[src/rtl/mprj_wb_guard_pkg.sv]
// ----------------------------------------------------------------------------
// mprj_wb_guard_pkg
// Shared types and constants for the management-core to user-project
// Wishbone guard bridge:
//   state_e          : bridge FSM encoding (IDLE / REQ / DONE), 2 bits
//   DEFAULT_ERR_DATA : read data returned to the core when a request times out
//   STATS_W          : width of the timeout statistics counter
//   sat_inc()        : saturating increment used by the statistics counter
// ----------------------------------------------------------------------------
package mprj_wb_guard_pkg;

    typedef enum logic [1:0] {
        ST_IDLE = 2'd0,
        ST_REQ  = 2'd1,
        ST_DONE = 2'd2
    } state_e;

    localparam logic [31:0] DEFAULT_ERR_DATA = 32'hDEAD_BEEF;
    localparam int          STATS_W          = 16;

    // Increment that sticks at all-ones instead of wrapping to zero.
    function automatic logic [STATS_W-1:0] sat_inc(input logic [STATS_W-1:0] v);
        logic [STATS_W-1:0] r;
        if (v == {STATS_W{1'b1}}) begin
            r = v;
        end else begin
            r = v + {{(STATS_W-1){1'b0}}, 1'b1};
        end
        return r;
    endfunction

endpackage

[src/rtl/mprj_wb_guard_if.sv]
// ----------------------------------------------------------------------------
// mprj_wb_guard_if
// Classic Wishbone request/response bundle. One instance carries the core
// side (the guard is the slave there), another the user side (the guard is
// the master there).
//   cyc/stb/we/sel/adr/dat_w : request, driven by the master
//   ack/dat_r                : response, driven by the slave
// ----------------------------------------------------------------------------
interface mprj_wb_guard_if;

    logic        cyc;
    logic        stb;
    logic        we;
    logic [3:0]  sel;
    logic [31:0] adr;
    logic [31:0] dat_w;
    logic        ack;
    logic [31:0] dat_r;

    modport master (
        output cyc, stb, we, sel, adr, dat_w,
        input  ack, dat_r
    );

    modport slave (
        input  cyc, stb, we, sel, adr, dat_w,
        output ack, dat_r
    );

endinterface

[src/rtl/mprj_wb_timer.sv]
// ----------------------------------------------------------------------------
// mprj_wb_timer
// Clear/enable cycle counter that flags the last allowed cycle of a request.
//   clk_i, rst_i : clock, asynchronous active-high reset
//   clr_i        : force the count to zero (has priority over en_i)
//   en_i         : advance the count by one
//   expired_o    : count equals TIMEOUT_CYCLES-1 (last cycle before a forced ack)
// TIMEOUT_CYCLES must lie in 1 .. 2**CNT_W-1.
// ----------------------------------------------------------------------------
module mprj_wb_timer #(
    parameter int CNT_W          = 8,
    parameter int TIMEOUT_CYCLES = 255
) (
    input  logic clk_i,
    input  logic rst_i,
    input  logic clr_i,
    input  logic en_i,
    output logic expired_o
);

    localparam logic [CNT_W-1:0] LAST_CNT = CNT_W'(TIMEOUT_CYCLES - 1);
    localparam logic [CNT_W-1:0] ONE_CNT  = {{(CNT_W-1){1'b0}}, 1'b1};

    logic [CNT_W-1:0] cnt_q;
    logic [CNT_W-1:0] cnt_d;

    // Next count: clear wins over enable.
    always_comb begin
        cnt_d = cnt_q;
        if (clr_i) begin
            cnt_d = {CNT_W{1'b0}};
        end else if (en_i) begin
            cnt_d = cnt_q + ONE_CNT;
        end else begin
            cnt_d = cnt_q;
        end
    end

    // Count register.
    always_ff @(posedge clk_i or posedge rst_i) begin
        if (rst_i) begin
            cnt_q <= {CNT_W{1'b0}};
        end else begin
            cnt_q <= cnt_d;
        end
    end

    assign expired_o = (cnt_q == LAST_CNT);

endmodule

[src/rtl/mprj_wb_guard.sv]
// ----------------------------------------------------------------------------
// mprj_wb_guard
// Registered Wishbone bridge from the management core's user-project bus to
// the user project area. Every request is re-timed, the response is returned
// one cycle later, user acks are ignored while mprj_wb_iena is low, and a
// request the user never acks is terminated with ERR_DATA so the CPU cannot
// hang on a dead or unpowered user design.
//
// Ports:
//   core_clk, core_rst : clock, asynchronous active-high reset
//   mprj_wb_iena       : user return-path enable (s ack ignored when 0)
//   m_if (slave)       : core side bus  (cyc/stb/we/sel/adr/dat_w in, ack/dat_r out)
//   s_if (master)      : user side bus  (cyc/stb/we/sel/adr/dat_w out, ack/dat_r in)
//   timeout_clr        : clears timeout_flag (and timeout_count)
//   timeout_flag       : sticky, a timeout has occurred
//   err_adr_o          : address of the most recent timed-out request
//   timeout_count      : saturating timeout counter
//
// Build option: define MPRJ_WB_GUARD_STATS_EN to implement timeout_count;
// otherwise it is tied to zero and no counter flops exist.
// ----------------------------------------------------------------------------
module mprj_wb_guard
    import mprj_wb_guard_pkg::*;
#(
    parameter int          TIMEOUT_CYCLES = 255,
    parameter int          CNT_W          = 8,
    parameter logic [31:0] ERR_DATA       = DEFAULT_ERR_DATA
) (
    input  logic                core_clk,
    input  logic                core_rst,
    input  logic                mprj_wb_iena,
    mprj_wb_guard_if.slave      m_if,
    mprj_wb_guard_if.master     s_if,
    input  logic                timeout_clr,
    output logic                timeout_flag,
    output logic [31:0]         err_adr_o,
    output logic [STATS_W-1:0]  timeout_count
);

    state_e      state_q,   state_d;
    logic        m_ack_q,   m_ack_d;
    logic [31:0] m_dat_q,   m_dat_d;
    logic        s_cyc_q,   s_cyc_d;
    logic        s_stb_q,   s_stb_d;
    logic        s_we_q,    s_we_d;
    logic [3:0]  s_sel_q,   s_sel_d;
    logic [31:0] s_adr_q,   s_adr_d;
    logic [31:0] s_dat_q,   s_dat_d;
    logic [31:0] err_adr_q, err_adr_d;
    logic        flag_q,    flag_d;

    logic        user_ack_s;
    logic        expired_s;
    logic        tmr_clr_s;
    logic        tmr_en_s;
    logic        timeout_evt_s;

    // A user ack only counts while the return path is enabled.
    assign user_ack_s = s_if.ack & mprj_wb_iena;

    mprj_wb_timer #(
        .CNT_W          (CNT_W),
        .TIMEOUT_CYCLES (TIMEOUT_CYCLES)
    ) u_timer (
        .clk_i     (core_clk),
        .rst_i     (core_rst),
        .clr_i     (tmr_clr_s),
        .en_i      (tmr_en_s),
        .expired_o (expired_s)
    );

    // Next state and next register values for the bridge FSM.
    always_comb begin
        state_d       = state_q;
        m_ack_d       = 1'b0;
        m_dat_d       = m_dat_q;
        s_cyc_d       = s_cyc_q;
        s_stb_d       = s_stb_q;
        s_we_d        = s_we_q;
        s_sel_d       = s_sel_q;
        s_adr_d       = s_adr_q;
        s_dat_d       = s_dat_q;
        err_adr_d     = err_adr_q;
        tmr_clr_s     = 1'b1;       // counter sits at zero outside REQ
        tmr_en_s      = 1'b0;
        timeout_evt_s = 1'b0;

        case (state_q)
            ST_IDLE: begin
                if (m_if.cyc & m_if.stb) begin
                    s_we_d  = m_if.we;
                    s_sel_d = m_if.sel;
                    s_adr_d = m_if.adr;
                    s_dat_d = m_if.dat_w;
                    s_cyc_d = 1'b1;
                    s_stb_d = 1'b1;
                    state_d = ST_REQ;
                end else begin
                    state_d = ST_IDLE;
                end
            end

            ST_REQ: begin
                tmr_clr_s = 1'b0;
                if (!m_if.cyc) begin
                    // Core abandoned the cycle: withdraw quietly.
                    s_cyc_d = 1'b0;
                    s_stb_d = 1'b0;
                    state_d = ST_IDLE;
                end else if (user_ack_s) begin
                    // Forwarded on writes too; the core ignores it there.
                    m_dat_d = s_if.dat_r;
                    s_cyc_d = 1'b0;
                    s_stb_d = 1'b0;
                    m_ack_d = 1'b1;
                    state_d = ST_DONE;
                end else if (expired_s) begin
                    m_dat_d       = ERR_DATA;
                    err_adr_d     = s_adr_q;
                    timeout_evt_s = 1'b1;
                    s_cyc_d       = 1'b0;
                    s_stb_d       = 1'b0;
                    m_ack_d       = 1'b1;
                    state_d       = ST_DONE;
                end else begin
                    tmr_en_s = 1'b1;
                end
            end

            ST_DONE: begin
                // m_stb_i is deliberately not looked at here: the core still
                // holds it during the ack cycle.
                state_d = ST_IDLE;
            end

            default: begin
                s_cyc_d = 1'b0;
                s_stb_d = 1'b0;
                state_d = ST_IDLE;
            end
        endcase

        // A new timeout outranks a simultaneous clear.
        if (timeout_evt_s) begin
            flag_d = 1'b1;
        end else if (timeout_clr) begin
            flag_d = 1'b0;
        end else begin
            flag_d = flag_q;
        end
    end

    // Bridge state and output registers.
    always_ff @(posedge core_clk or posedge core_rst) begin
        if (core_rst) begin
            state_q   <= ST_IDLE;
            m_ack_q   <= 1'b0;
            m_dat_q   <= 32'h0000_0000;
            s_cyc_q   <= 1'b0;
            s_stb_q   <= 1'b0;
            s_we_q    <= 1'b0;
            s_sel_q   <= 4'h0;
            s_adr_q   <= 32'h0000_0000;
            s_dat_q   <= 32'h0000_0000;
            err_adr_q <= 32'h0000_0000;
            flag_q    <= 1'b0;
        end else begin
            state_q   <= state_d;
            m_ack_q   <= m_ack_d;
            m_dat_q   <= m_dat_d;
            s_cyc_q   <= s_cyc_d;
            s_stb_q   <= s_stb_d;
            s_we_q    <= s_we_d;
            s_sel_q   <= s_sel_d;
            s_adr_q   <= s_adr_d;
            s_dat_q   <= s_dat_d;
            err_adr_q <= err_adr_d;
            flag_q    <= flag_d;
        end
    end

`ifdef MPRJ_WB_GUARD_STATS_EN
    logic [STATS_W-1:0] stats_q;
    logic [STATS_W-1:0] stats_d;

    // Clear restarts the count; a timeout in the same cycle counts as the first.
    always_comb begin
        stats_d = stats_q;
        if (timeout_clr) begin
            if (timeout_evt_s) begin
                stats_d = {{(STATS_W-1){1'b0}}, 1'b1};
            end else begin
                stats_d = {STATS_W{1'b0}};
            end
        end else if (timeout_evt_s) begin
            stats_d = sat_inc(stats_q);
        end else begin
            stats_d = stats_q;
        end
    end

    // Timeout statistics register.
    always_ff @(posedge core_clk or posedge core_rst) begin
        if (core_rst) begin
            stats_q <= {STATS_W{1'b0}};
        end else begin
            stats_q <= stats_d;
        end
    end

    assign timeout_count = stats_q;
`else
    assign timeout_count = {STATS_W{1'b0}};
`endif

    assign m_if.ack   = m_ack_q;
    assign m_if.dat_r = m_dat_q;
    assign s_if.cyc   = s_cyc_q;
    assign s_if.stb   = s_stb_q;
    assign s_if.we    = s_we_q;
    assign s_if.sel   = s_sel_q;
    assign s_if.adr   = s_adr_q;
    assign s_if.dat_w = s_dat_q;
    assign timeout_flag = flag_q;
    assign err_adr_o    = err_adr_q;

endmodule

[src/flat_wrapper.sv]
// flat-port wrapper written by rule: the top's interface ports become plain ports
module mprj_wb_guard_flat import mprj_wb_guard_pkg::*;
#(
    parameter int          TIMEOUT_CYCLES = 255,
    parameter int          CNT_W          = 8,
    parameter logic [31:0] ERR_DATA       = DEFAULT_ERR_DATA
)
  (core_clk, core_rst, mprj_wb_iena, timeout_clr, timeout_flag, err_adr_o, timeout_count, m_if_cyc, m_if_stb, m_if_we, m_if_sel, m_if_adr, m_if_dat_w, m_if_ack, m_if_dat_r, s_if_cyc, s_if_stb, s_if_we, s_if_sel, s_if_adr, s_if_dat_w, s_if_ack, s_if_dat_r);
  mprj_wb_guard_if m_if_i ();
  mprj_wb_guard_if s_if_i ();
  input  logic core_clk;
  input  logic core_rst;
  input  logic mprj_wb_iena;
  input  logic timeout_clr;
  output logic timeout_flag;
  output logic [31:0] err_adr_o;
  output logic [STATS_W-1:0] timeout_count;
  input wire logic [$bits(m_if_i.cyc)-1:0] m_if_cyc;
  input wire logic [$bits(m_if_i.stb)-1:0] m_if_stb;
  input wire logic [$bits(m_if_i.we)-1:0] m_if_we;
  input wire logic [$bits(m_if_i.sel)-1:0] m_if_sel;
  input wire logic [$bits(m_if_i.adr)-1:0] m_if_adr;
  input wire logic [$bits(m_if_i.dat_w)-1:0] m_if_dat_w;
  output wire logic [$bits(m_if_i.ack)-1:0] m_if_ack;
  output wire logic [$bits(m_if_i.dat_r)-1:0] m_if_dat_r;
  output wire logic [$bits(s_if_i.cyc)-1:0] s_if_cyc;
  output wire logic [$bits(s_if_i.stb)-1:0] s_if_stb;
  output wire logic [$bits(s_if_i.we)-1:0] s_if_we;
  output wire logic [$bits(s_if_i.sel)-1:0] s_if_sel;
  output wire logic [$bits(s_if_i.adr)-1:0] s_if_adr;
  output wire logic [$bits(s_if_i.dat_w)-1:0] s_if_dat_w;
  input wire logic [$bits(s_if_i.ack)-1:0] s_if_ack;
  input wire logic [$bits(s_if_i.dat_r)-1:0] s_if_dat_r;
  assign m_if_i.cyc = m_if_cyc;
  assign m_if_i.stb = m_if_stb;
  assign m_if_i.we = m_if_we;
  assign m_if_i.sel = m_if_sel;
  assign m_if_i.adr = m_if_adr;
  assign m_if_i.dat_w = m_if_dat_w;
  assign m_if_ack = m_if_i.ack;
  assign m_if_dat_r = m_if_i.dat_r;
  assign s_if_cyc = s_if_i.cyc;
  assign s_if_stb = s_if_i.stb;
  assign s_if_we = s_if_i.we;
  assign s_if_sel = s_if_i.sel;
  assign s_if_adr = s_if_i.adr;
  assign s_if_dat_w = s_if_i.dat_w;
  assign s_if_i.ack = s_if_ack;
  assign s_if_i.dat_r = s_if_dat_r;
  mprj_wb_guard #(.TIMEOUT_CYCLES(TIMEOUT_CYCLES), .CNT_W(CNT_W), .ERR_DATA(ERR_DATA)) u_core (.core_clk(core_clk), .core_rst(core_rst), .mprj_wb_iena(mprj_wb_iena), .m_if(m_if_i), .s_if(s_if_i), .timeout_clr(timeout_clr), .timeout_flag(timeout_flag), .err_adr_o(err_adr_o), .timeout_count(timeout_count));
endmodule
[config.mk]
export PLATFORM = sky130hd
export DESIGN_NAME = mprj_wb_guard_flat
export DESIGN_NICKNAME = d
export VERILOG_FILES = /design/src/rtl/mprj_wb_guard_pkg.sv /design/src/rtl/mprj_wb_guard_if.sv /design/src/rtl/mprj_wb_timer.sv /design/src/rtl/mprj_wb_guard.sv /design/src/flat_wrapper.sv
export SDC_FILE = /design/constraint.sdc
export NUM_CORES = 1
export LEC_CHECK = 0
export ABC_AREA = 1
export CELL_PAD_IN_SITES_DETAIL_PLACEMENT = 0
export CELL_PAD_IN_SITES_GLOBAL_PLACEMENT = 2
export CORE_UTILIZATION = 27
export CTS_CLUSTER_DIAMETER = 200
export CTS_CLUSTER_SIZE = 10
export DETAILED_ROUTE_END_ITERATION = 8
export PLACE_DENSITY = 0.85
export SETUP_SLACK_MARGIN = 0.4
export SYNTH_ARGS = -nofsm -noshare
export SYNTH_HDL_FRONTEND = slang
export SYNTH_SLANG_ARGS = --single-unit
[constraint.sdc]
create_clock -name core_clk -period 8.5 [get_ports core_clk]
set_input_delay 1.7 -clock core_clk [delete_from_list [all_inputs] [get_ports core_clk]]
set_output_delay 1.7 -clock core_clk [all_outputs]
set_load 0.02 [all_outputs]
==> results of run 1 <==
cell type report:
type / instances / area [um^2]
fillers: 2086 / 12030
flip-flops and latches: 146 / 3654
repair buffers: 247 / 2465
multi-input cells: 352 / 1931
clock buffers: 19 / 432.9
well taps: 275 / 344.1
clock inverters: 13 / 171.4
inverters: 16 / 65.06
power by group:
part	total [W]	switching [W]	internal (W)
logic	0.000637	0.000306	0.000331
clock network	0.000777	0.000308	0.000468
registers	0.000897	0.0000766	0.000820
total	0.00231	0.000691	0.00162
critical path, delay by kind of cell:
kind	cells	cell delay (ns)
buffers and inverters	3	1.34
AND/OR/NAND/NOR	4	0.60
sequential cells by signal, indices dropped and copies added, names as in the netlist:
signal	cells
u_core.s_if.dat_w	32
u_core.m_if.ack	1
u_core.s_if.cyc	1
u_core.u_timer.cnt_q	8
u_core.s_if.we	1
u_core.timeout_flag	1
u_core.err_adr_o	32
u_core.state_q	2
u_core.m_if.dat_r	32
u_core.s_if.sel	4
u_core.s_if.adr	32
per-stage QoR:
stage	cell area, um^2	total power (W)	setup WS [ns]	util [%]
floorplan	5866	0.001204	2.877	-
global placement	8458	0.001551	4.746	40.11
detailed placement	8458	0.001553	4.716	40.11
CTS	9062	0.002350	5.152	42.98
global route	9062	0.002432	4.970	42.98
finish	9062	0.002310	5.184	42.98
routing by layer:
metal	GRT usage, %	vias to the layer above	wire length, um
met4	3.557	0	94
li1	-	2154	-
met2	23.81	156	7516
met5	0	-	0
met3	6.442	5	1401
met1	17.66	2151	6518
cells by family (layout without fill, tap and decap cells):
group | Yosys count | after routing
flip-flops | 146 | 146
XOR/XNOR | 2 | 2
adder cells (fa/ha/maj) | 2 | 2
AO/OA/AOI/OAI | 8 | 8
AND/OR/NAND/NOR | 255 | 255
multiplexers | 69 | 69
other | 1 | 16
buffers and inverters | 51 | 295
cells in the mapped netlist:
master                       n
sky130_fd_sc_hd__dfrtp_1   146
sky130_fd_sc_hd__conb_1      1
sky130_fd_sc_hd__inv_1      13
sky130_fd_sc_hd__nand2_1   154
sky130_fd_sc_hd__a31oi_1     1
sky130_fd_sc_hd__nor2_2      1
sky130_fd_sc_hd__o21ai_1     1
sky130_fd_sc_hd__a21oi_1     1
sky130_fd_sc_hd__xor2_1      1
sky130_fd_sc_hd__nor3_4      1
sky130_fd_sc_hd__nand3_1    11
sky130_fd_sc_hd__ha_1        2
sky130_fd_sc_hd__buf_6       2
sky130_fd_sc_hd__xnor2_1     1
sky130_fd_sc_hd__clkbuf_1    1
sky130_fd_sc_hd__buf_4      19
sky130_fd_sc_hd__o21ai_0     5
sky130_fd_sc_hd__inv_2       3
sky130_fd_sc_hd__nor2_1     85
sky130_fd_sc_hd__mux2_2     69
sky130_fd_sc_hd__nand2_2     1
sky130_fd_sc_hd__buf_2      13
sky130_fd_sc_hd__nor2_4      1
sky130_fd_sc_hd__nor3_1      1
worst paths after layout:
check                           cells past startpoint                     from               endpoint
max in group asynchronous                           3                 core_rst   u_core.err_adr_o[27]
worst min-delay path                                2     u_core.err_adr_o[13]   u_core.err_adr_o[13]
min in group asynchronous                           2                 core_rst  u_core.s_if.dat_w[13]
worst min register to register                      2     u_core.err_adr_o[13]   u_core.err_adr_o[13]
worst max register to register                     10  u_core.u_timer.cnt_q[0]  u_core.m_if.dat_r[26]
worst max-delay path                                7                 m_if_cyc  u_core.m_if.dat_r[26]
==> parameters.txt, run 1 <==
Parameter                              Value

Placement
  Half-perimeter wire length after detailed placement    10,560 um
  Number of buffers inserted by port buffering    244
  Number of placed instances with taps included    1,036
  Last weighted congestion value of the routability-driven placer    0.7377

Logic synthesis
  Largest family of logic cells by synthesized area    simple AND/OR/NAND/NOR gates
  Area fraction in compound gates after synthesis    0.7107%
  Number of different library cells in the post-synthesis netlist    24
  Cell area after synthesis    5809 um^2
  Number of instances in the synthesized netlist    534
  Synth area leader    sky130_fd_sc_hd__dfrtp_1
  Simple-gate area share of the yosys netlist    17.17%
  Ranking of synthesized cells by area    sky130_fd_sc_hd__dfrtp_1, sky130_fd_sc_hd__mux2_2, sky130_fd_sc_hd__nand2_1, sky130_fd_sc_hd__nor2_1, sky130_fd_sc_hd__buf_4
  Yosys reg bits    146
  Share of synthesized cell area in full adder, half adder and majority cells    0.4308%
  Top-area cell type share of the netlist area    62.89%
  Synthesis warning total    0
  Average instance area after synthesis    10.88 um^2
  Parity-gate share of the synthesized area counting xor and xnor cells    0.3015%
  Multiplexer area fraction after synthesis    13.37%
  Sequential element share of the synthesized area    62.89%

Route
  Via count of the routed design    4,466
  Detailed Route WL    15,530 um
  Drt via density    4.182
  Drt pass-1 iters    4
  Number of design-rule violations left by the first detailed-router iteration    163
  Drc violations    0
  Antenna Nets Post-Route    0
  Routed len/inst    14.54 um

Worst setup path
  Category of the worst setup path capture point    flop
  Worst path slowest cell    sky130_fd_sc_hd__inv_1
  Cells along the critical path    clkdlybuf4s50_1 > nand2_2 > inv_1 > nand2_1 > inv_1 > nor2_1 > nor2_1
  Setup slack of the worst register-to-register path    6.16 ns
  Category of the critical setup timing path    input pin to flop
  Startpoint class of the critical path    input pin
  CP arrival    3.66 ns
  Critical path peak fanout    24
  Data required time at the worst endpoint    8.84 ns
  Delay of the slowest critical-path stage    0.69 ns

Finish
  Layout cell share with drive strength beyond 1    14.00%
  P&R area growth vs syn    56.00%
  Finished Layout Cells    1,068
  Leading cell types in the layout, fill and taps excluded    sky130_fd_sc_hd__clkdlybuf4s50_1, sky130_fd_sc_hd__nand2_1, sky130_fd_sc_hd__dfrtp_1
  Number of nets in the finished design    890
  Antenna diodes    0
  Commonest non-fill, non-tap cell in the layout    sky130_fd_sc_hd__clkdlybuf4s50_1

Pwr
  Worst-case vdd ir drop    0.1389 mV
  Leakage component of the power    4.087 nW
  Power density relative to cell area    254.9 nW/um^2

STA
  Max Clk Rate    301.6 MHz
  Max-slew violation count    0
  Fin Hold WS    0.4684 ns
  Worst slew slack as a fraction of its limit    33.62%
  Total Negative Setup Slacks    0 ns
  Clock period minus final worst setup slack    3.316 ns
  Least-Margin Pin Slew    0.9957 ns
  Final-report hold violation count    0
  Crit share post-route    39.01%
  Max Clock Skew    0.009743 ns
  RSZ-0062 raised after global routing    no
  Endpoints failing setup    0

Clock network
  Buffer cell driving the clock tree root    sky130_fd_sc_hd__clkbuf_16
  Max H-tree Level    4
  TritonCTS Sinks    146
  Count of cells resized by post-cts repair    0
  Insertion delay of the later-clocked pin in the worst-skew pair    0.41 ns
  Setup fix buffers added after clock tree synthesis    0
  TritonCTS Buffers    17
  CTS tree    built
  Max Buffers Root-to-Sink    2
  Post-CTS Hold Buffers    0
  Clk slew on worst S/H paths    0.06 ns

Global route
  Largest net degree at the start of global routing    96
  Total congestion overflow    0
  Number of global-route vias before repair    4,715
  Antenna violations before repair    1
  Wire length of the first global-routing pass    24,820 um
  Total Routing Usage GR    14.64%

Die
  Chip width    148.7 um
  Area enclosed by the die boundary    22,110 um^2
  Top-level port count    261
  Y dimension of the die    148.7 um
  Count of standard-cell rows    53
  Core area    21,090 um^2
  Initial standard-cell utilization of the core    27.55%

Run
  Number of maximum-capacitance constraint violations    0

Min path
  Type of the most critical hold path    flop to flop

Outcome
  Result of the run    finished clean
No activity file was read; power rests on OpenSTA's default activity.
==> inputs of run 2 (changes only) <==
--- a/config.mk
+++ b/config.mk
@@ -8,11 +8,11 @@
 export ABC_AREA = 1
 export CELL_PAD_IN_SITES_DETAIL_PLACEMENT = 0
 export CELL_PAD_IN_SITES_GLOBAL_PLACEMENT = 2
-export CORE_UTILIZATION = 27
+export CORE_UTILIZATION = 25
 export CTS_CLUSTER_DIAMETER = 200
 export CTS_CLUSTER_SIZE = 10
 export DETAILED_ROUTE_END_ITERATION = 8
-export PLACE_DENSITY = 0.85
+export PLACE_DENSITY = 0.8
 export SETUP_SLACK_MARGIN = 0.4
 export SYNTH_ARGS = -nofsm -noshare
 export SYNTH_HDL_FRONTEND = slang
==> constraint.sdc (replaced) <==
create_clock -name core_clk -period 3.15 [get_ports core_clk]
set_input_delay 0.63 -clock core_clk [delete_from_list [all_inputs] [get_ports core_clk]]
set_output_delay 0.63 -clock core_clk [all_outputs]
set_load 0.02 [all_outputs]
==> parameters.txt, run 2 (synthesis results as in run 1) <==
Parameter                              Value

STA
  Final-report hold violation count    0
  RSZ-0062 raised after global routing    no
  Max Clock Skew    0.01247 ns
  Least-Margin Pin Slew    0.6792 ns
  Total Negative Setup Slacks    0 ns
  Crit share post-route    67.23%
  Endpoints failing setup    0
  Max Clk Rate    472.2 MHz
  Worst slew slack as a fraction of its limit    54.65%
  Max-slew violation count    0
  Clock period minus final worst setup slack    2.118 ns

Global route
  Antenna violations before repair    0
  Wire length of the first global-routing pass    24,820 um
  Number of global-route vias before repair    4,359
  Largest net degree at the start of global routing    71
  GRT met3 Usage    5.968%
  Total Routing Usage GR    13.67%
  Met2 usage in global routing    22.06%
  Global routing usage on met1    16.41%
  Most used routing layer    met2
  Total congestion overflow    0

Worst setup path
  CP arrival    1.49 ns
  Cells along the critical path    clkdlybuf4s50_1
  Category of the critical setup timing path    flop to output pin
  Data required time at the worst endpoint    2.52 ns
  Cell family with most CP delay    buffers and inverters
  Delay of the slowest critical-path stage    0.64 ns
  Count of buffering cells on the critical path with inverters included    1
  Startpoint class of the critical path    flop
  Worst path slowest cell    sky130_fd_sc_hd__clkdlybuf4s50_1
  Critical path peak fanout    3
  Category of the worst setup path capture point    output pin

Die
  Top-level port count    261
  Initial standard-cell utilization of the core    25.58%
  Area enclosed by the die boundary    23,850 um^2
  Y dimension of the die    154.4 um
  Chip width    154.4 um
  Core area    22,710 um^2
  Count of standard-cell rows    55

Clock network
  Count of cells resized by post-cts repair    0
  TritonCTS Buffers    17
  TritonCTS Sinks    146
  Setup fix buffers added after clock tree synthesis    0
  Insertion delay of the later-clocked pin in the worst-skew pair    0.42 ns
  CTS tree    built
  Clk slew on worst S/H paths    0.07 ns
  Max H-tree Level    4
  Buffer cell driving the clock tree root    sky130_fd_sc_hd__clkbuf_16
  Post-CTS Hold Buffers    0
  Max Buffers Root-to-Sink    2

Pwr
  Overall power consumption    0.006111 W
  Worst-case vdd ir drop    0.3654 mV
  Leakage component of the power    4.090 nW
  Power density relative to cell area    671.3 nW/um^2

Route
  Detailed Route WL    15,880 um
  Drt pass-1 iters    4
  Drc violations    0
  Number of design-rule violations left by the first detailed-router iteration    115
  Antenna Nets Post-Route    0
  Via count of the routed design    4,382
  Routed len/inst    14.68 um
  Drt via density    4.050

Placement
  Number of buffers inserted by port buffering    244
  Cell Area, Placed    8537 um^2
  Half-perimeter wire length after detailed placement    10,780 um
  Last weighted congestion value of the routability-driven placer    0.7464

Finish
  Number of filler cells placed in the layout    2,226
  Leading cell types in the layout, fill and taps excluded    sky130_fd_sc_hd__clkdlybuf4s50_1, sky130_fd_sc_hd__nand2_1, sky130_fd_sc_hd__dfrtp_1
  Post-layout instance area    9104 um^2
  Layout cell share with drive strength beyond 1    14.68%
  P&R area growth vs syn    56.71%
  Number of nets in the finished design    894
  Antenna diodes    0
  Commonest non-fill, non-tap cell in the layout    sky130_fd_sc_hd__clkdlybuf4s50_1

Min path
  Type of the most critical hold path    flop to flop

Run
  Number of maximum-capacitance constraint violations    0

Outcome
  Result of the run    finished clean
==> run 2: changes by cell type in the layout (fill, tap and decap cells not counted) <==
cell	delta
sky130_fd_sc_hd__inv_8	+1
sky130_fd_sc_hd__bufinv_16	-3
sky130_fd_sc_hd__buf_12	+3
sky130_fd_sc_hd__clkbuf_8	+2
sky130_fd_sc_hd__buf_4	+1
sky130_fd_sc_hd__clkinvlp_4	+4
sky130_fd_sc_hd__clkbuf_1	-2
sky130_fd_sc_hd__clkinv_2	-2
==> run 2: where the power goes <==
group	leakage [nW]	switching (W)	internal, W
Clock	0.268	0.000884	0.00108
Sequential	1.81	0.000204	0.00221
Combinational	2.01	0.000834	0.000900
Total	4.09	0.00192	0.00419
==> run 2: area by class of cell <==
class / count / area, um^2 / area share, %
clock buffer: 19 / 452.9 / 4.975
clock inverter: 13 / 113.9 / 1.251
inverter: 16 / 63.81 / 0.7009
multi-input combinational: 352 / 1931 / 21.21
sequential: 146 / 3654 / 40.13
tap: 285 / 356.6 / 3.917
timing repair buffer: 251 / 2532 / 27.82
==> run 2: final timing paths <==
check,start,to,slack (ns),cells after the start
max,u_core.s_if.cyc,s_if_stb,1.03,1
min,u_core.err_adr_o[16],u_core.err_adr_o[16],0.47,2
max reg2reg,u_core.u_timer.cnt_q[0],u_core.timeout_flag,1.30,8
min reg2reg,u_core.err_adr_o[16],u_core.err_adr_o[16],0.47,2
max in group asynchronous,core_rst,u_core.state_q[0],1.89,3
min in group asynchronous,core_rst,u_core.s_if.dat_w[10],0.55,2
==> run 2: layer usage <==
metal / part of all wire, % / routed length, um
met2: 48 / 7593
met1: 42 / 6708
met4: 1.2 / 194
met3: 8.7 / 1386
met5: 0 / 0
==> run 2: through the flow <==
| step | setup WS [ns] | util [%] | std cells | hold WS, ns |
|---|---|---|---|---|
| floorplan | 0.6870 | - | 549 | 0.4648 |
| global placement | 0.9082 | 37.59 | 1050 | 0.4537 |
| detailed placement | 0.8775 | 37.59 | 1050 | 0.4578 |
| CTS | 0.9956 | 40.09 | 1082 | 0.4733 |
| global route | 0.9593 | 40.09 | 1082 | 0.4932 |
| finish | 1.032 | 40.09 | 1082 | 0.4685 |
==> run 2: worst reg2reg max path: stages, from the launching register on <==
cell and delay, ns:
sky130_fd_sc_hd__dfrtp_1 0.43, sky130_fd_sc_hd__inv_1 0.11, sky130_fd_sc_hd__ha_1 0.20, sky130_fd_sc_hd__nand2_1 0.07, sky130_fd_sc_hd__nor2_1 0.04, sky130_fd_sc_hd__nand2_1 0.16
sky130_fd_sc_hd__nor3_4 0.06, sky130_fd_sc_hd__inv_2 0.49, sky130_fd_sc_hd__o21ai_1 0.16
==> inputs of run 3 (changes only) <==
--- a/config.mk
+++ b/config.mk
@@ -8,11 +8,11 @@
 export ABC_AREA = 1
 export CELL_PAD_IN_SITES_DETAIL_PLACEMENT = 0
 export CELL_PAD_IN_SITES_GLOBAL_PLACEMENT = 2
-export CORE_UTILIZATION = 25
+export CORE_UTILIZATION = 22
 export CTS_CLUSTER_DIAMETER = 200
 export CTS_CLUSTER_SIZE = 10
 export DETAILED_ROUTE_END_ITERATION = 8
-export PLACE_DENSITY = 0.8
+export PLACE_DENSITY = 0.74
 export SETUP_SLACK_MARGIN = 0.4
 export SYNTH_ARGS = -nofsm -noshare
 export SYNTH_HDL_FRONTEND = slang
==> constraint.sdc (replaced) <==
create_clock -name core_clk -period 1.9 [get_ports core_clk]
set_input_delay 0.38 -clock core_clk [delete_from_list [all_inputs] [get_ports core_clk]]
set_output_delay 0.38 -clock core_clk [all_outputs]
set_load 0.02 [all_outputs]
==> parameters.txt, run 3 (synthesis results as in run 1) <==
Parameter                              Value

Placement
  Number of buffers inserted by port buffering    244
  Half-perimeter wire length after detailed placement    11,850 um
  Number of placed instances with taps included    1,115
  Last weighted congestion value of the routability-driven placer    0.7606

Clock network
  Insertion delay of the later-clocked pin in the worst-skew pair    0.43 ns
  Max H-tree Level    4
  TritonCTS Sinks    146
  Buffer cell driving the clock tree root    sky130_fd_sc_hd__clkbuf_16
  Max Buffers Root-to-Sink    2
  Post-CTS Hold Buffers    0
  CTS tree    built
  Clk slew on worst S/H paths    0.07 ns
  TritonCTS Buffers    17

STA
  Endpoints failing setup    0
  Total Negative Setup Slacks    0 ns
  Final-report hold violation count    0
  Max-slew violation count    0
  Max Clock Skew    0.01143 ns
  Clock period minus final worst setup slack    1.597 ns
  Max Clk Rate    626.3 MHz
  RSZ-0062 raised after global routing    yes
  Crit share post-route    84.04%

Worst setup path
  Startpoint class of the critical path    flop
  Category of the critical setup timing path    flop to flop
  Cell family with most CP delay    buffers and inverters
  Cells along the critical path    inv_2 > ha_2 > nand2_1 > nor2_1 > nand2_2 > buf_6 > nand2_4 > nand2_4 > inv_6 > buf_12 > clkbuf_16 > nor2_1 > nor2_1
  Delay of the slowest critical-path stage    0.39 ns
  CP arrival    1.95 ns
  Count of buffering cells on the critical path with inverters included    5
  Critical path peak fanout    6
  Worst path slowest cell    sky130_fd_sc_hd__dfrtp_1
  Data required time at the worst endpoint    2.25 ns
  Category of the worst setup path capture point    flop
  Most repeated library cell on the critical path    sky130_fd_sc_hd__nor2_1

Global route
  Antenna violations before repair    1
  Most used routing layer    met2
  GRT met3 Usage    4.721%
  Met2 usage in global routing    20.46%
  Wire length of the first global-routing pass    26,160 um
  Largest net degree at the start of global routing    81
  Number of global-route vias before repair    4,658
  Total Routing Usage GR    12.77%
  Global routing usage on met1    15.57%
  Total congestion overflow    0

Finish
  Antenna diodes    0
  Layout cell share with drive strength beyond 1    41.23%
  Leading cell types in the layout, fill and taps excluded    sky130_fd_sc_hd__dfrtp_1, sky130_fd_sc_hd__nand2_1, sky130_fd_sc_hd__clkdlybuf4s50_1
  P&R area growth vs syn    65.50%
  Number of nets in the finished design    929
  Number of filler cells placed in the layout    2,641
  Finished Layout Cells    1,167
  Commonest non-fill, non-tap cell in the layout    sky130_fd_sc_hd__dfrtp_1

Die
  Count of standard-cell rows    59
  Area enclosed by the die boundary    27,060 um^2
  Core area    25,980 um^2
  Chip width    164.5 um
  Top-level port count    261
  Initial standard-cell utilization of the core    22.36%
  Y dimension of the die    164.5 um

Route
  Drc violations    0
  Drt pass-1 iters    4
  Detailed Route WL    17,070 um
  Routed len/inst    14.63 um
  Via count of the routed design    4,632
  Drt via density    3.969
  Number of design-rule violations left by the first detailed-router iteration    233
  Antenna Nets Post-Route    0

Pwr
  Leakage component of the power    4.568 nW
  Part of the power in the clock network    32.9%
  Proportion of total power due to net switching    33.59%
  Sequential power share    40.6%
  Overall power consumption    0.009958 W
  Int Pwr    0.006613 W
  Power density relative to cell area    1036 nW/um^2
  Worst-case vdd ir drop    0.4732 mV
  Relative contribution of combinational cells to total power    26.5%
  Sw Pwr    0.003345 W

Min path
  Type of the most critical hold path    input pin to asynchronous set/reset pin

Run
  Number of maximum-capacitance constraint violations    0

Outcome
  Result of the run    finished clean
==> run 3: cell types whose count changed in the layout (fill, tap and decap cells not counted), sizes merged <==
cell,before,now
clkinvlp,5,4
clkdlybuf4s50,244,107
clkdlybuf4s15,0,63
clkbuf,19,49
buf,7,84
inv,23,24
clkinv,1,3
==> run 3: layout make-up <==
class	count	area (um^2)	area share, %
Clock buffer	17	425.4	4.425
Timing Repair Buffer	286	2743	28.53
Inverter	16	81.33	0.8459
Tap cell	335	419.2	4.360
Multi-Input combinational cell	352	2152	22.38
Clock inverter	15	140.1	1.458
Sequential cell	146	3654	38.00
==> run 3: through the flow <==
stage	worst slack [ns]	hold WS, ns	area, um^2	utilization, %
after floorplan	-0.3130	0.4648	5872	-
after global placement	-0.02590	0.4551	8802	33.87
after detailed placement	-0.08088	0.4584	8802	33.87
after CTS	0.2710	0.4057	9657	37.16
after global routing	0.2145	0.4287	9614	37.00
final	0.3033	0.4020	9614	37.00
==> run 3: routing by layer <==
metal / up-vias / share of wire, %
li1: 2230 / -
met1: 2233 / 41
met2: 149 / 49
met3: 18 / 8.7
met4: 2 / 1.1
met5: - / 0.076
==> run 3: worst register-to-register path: stages, from the launching register on <==
cell and delay, ns:
sky130_fd_sc_hd__dfrtp_1 0.39, sky130_fd_sc_hd__inv_2 0.07, sky130_fd_sc_hd__ha_2 0.15, sky130_fd_sc_hd__nand2_1 0.04, sky130_fd_sc_hd__nor2_1 0.11, sky130_fd_sc_hd__nand2_2 0.09
sky130_fd_sc_hd__buf_6 0.13, sky130_fd_sc_hd__nand2_4 0.05, sky130_fd_sc_hd__nand2_4 0.06, sky130_fd_sc_hd__inv_6 0.08, sky130_fd_sc_hd__buf_12 0.11, sky130_fd_sc_hd__clkbuf_16 0.14
sky130_fd_sc_hd__nor2_1 0.04, sky130_fd_sc_hd__nor2_1 0.07
==> run 3: path summary, 6_finish.rpt <==
kind                                    startpoint                     to  slack, ns  cells after the start
setup / recovery           u_core.u_timer.cnt_q[0]  u_core.m_if.dat_r[21]       0.30                     13
hold / removal                            core_rst     u_core.s_if.sel[2]       0.40                      3
setup reg to reg           u_core.u_timer.cnt_q[0]  u_core.m_if.dat_r[21]       0.30                     13
hold reg to reg              u_core.m_if.dat_r[22]  u_core.m_if.dat_r[22]       0.47                      2
max in group asynchronous                 core_rst   u_core.err_adr_o[26]       1.06                      3
min in group core_clk        u_core.m_if.dat_r[22]  u_core.m_if.dat_r[22]       0.47                      2
==> run 3: what timing repair did <==
action,4_1_cts,5_1_grt
gates cloned,3,2
endpoints found under the setup margin,264,153
endpoints found under the hold margin,0,0
gates resized for setup,414,130
setup buffers,9,6
pin swaps,5,34
==> run 3: power groups by stage <==
stage	clock, W	combinational [W]	sequential, W
floorplan	0	0.000668	0.00472
finish	0.00328	0.00264	0.00404
CTS	0.00342	0.00276	0.00402
global route	0.00355	0.00283	0.00412
global placement	0	0.00296	0.00405
detailed placement	0	0.00295	0.00407
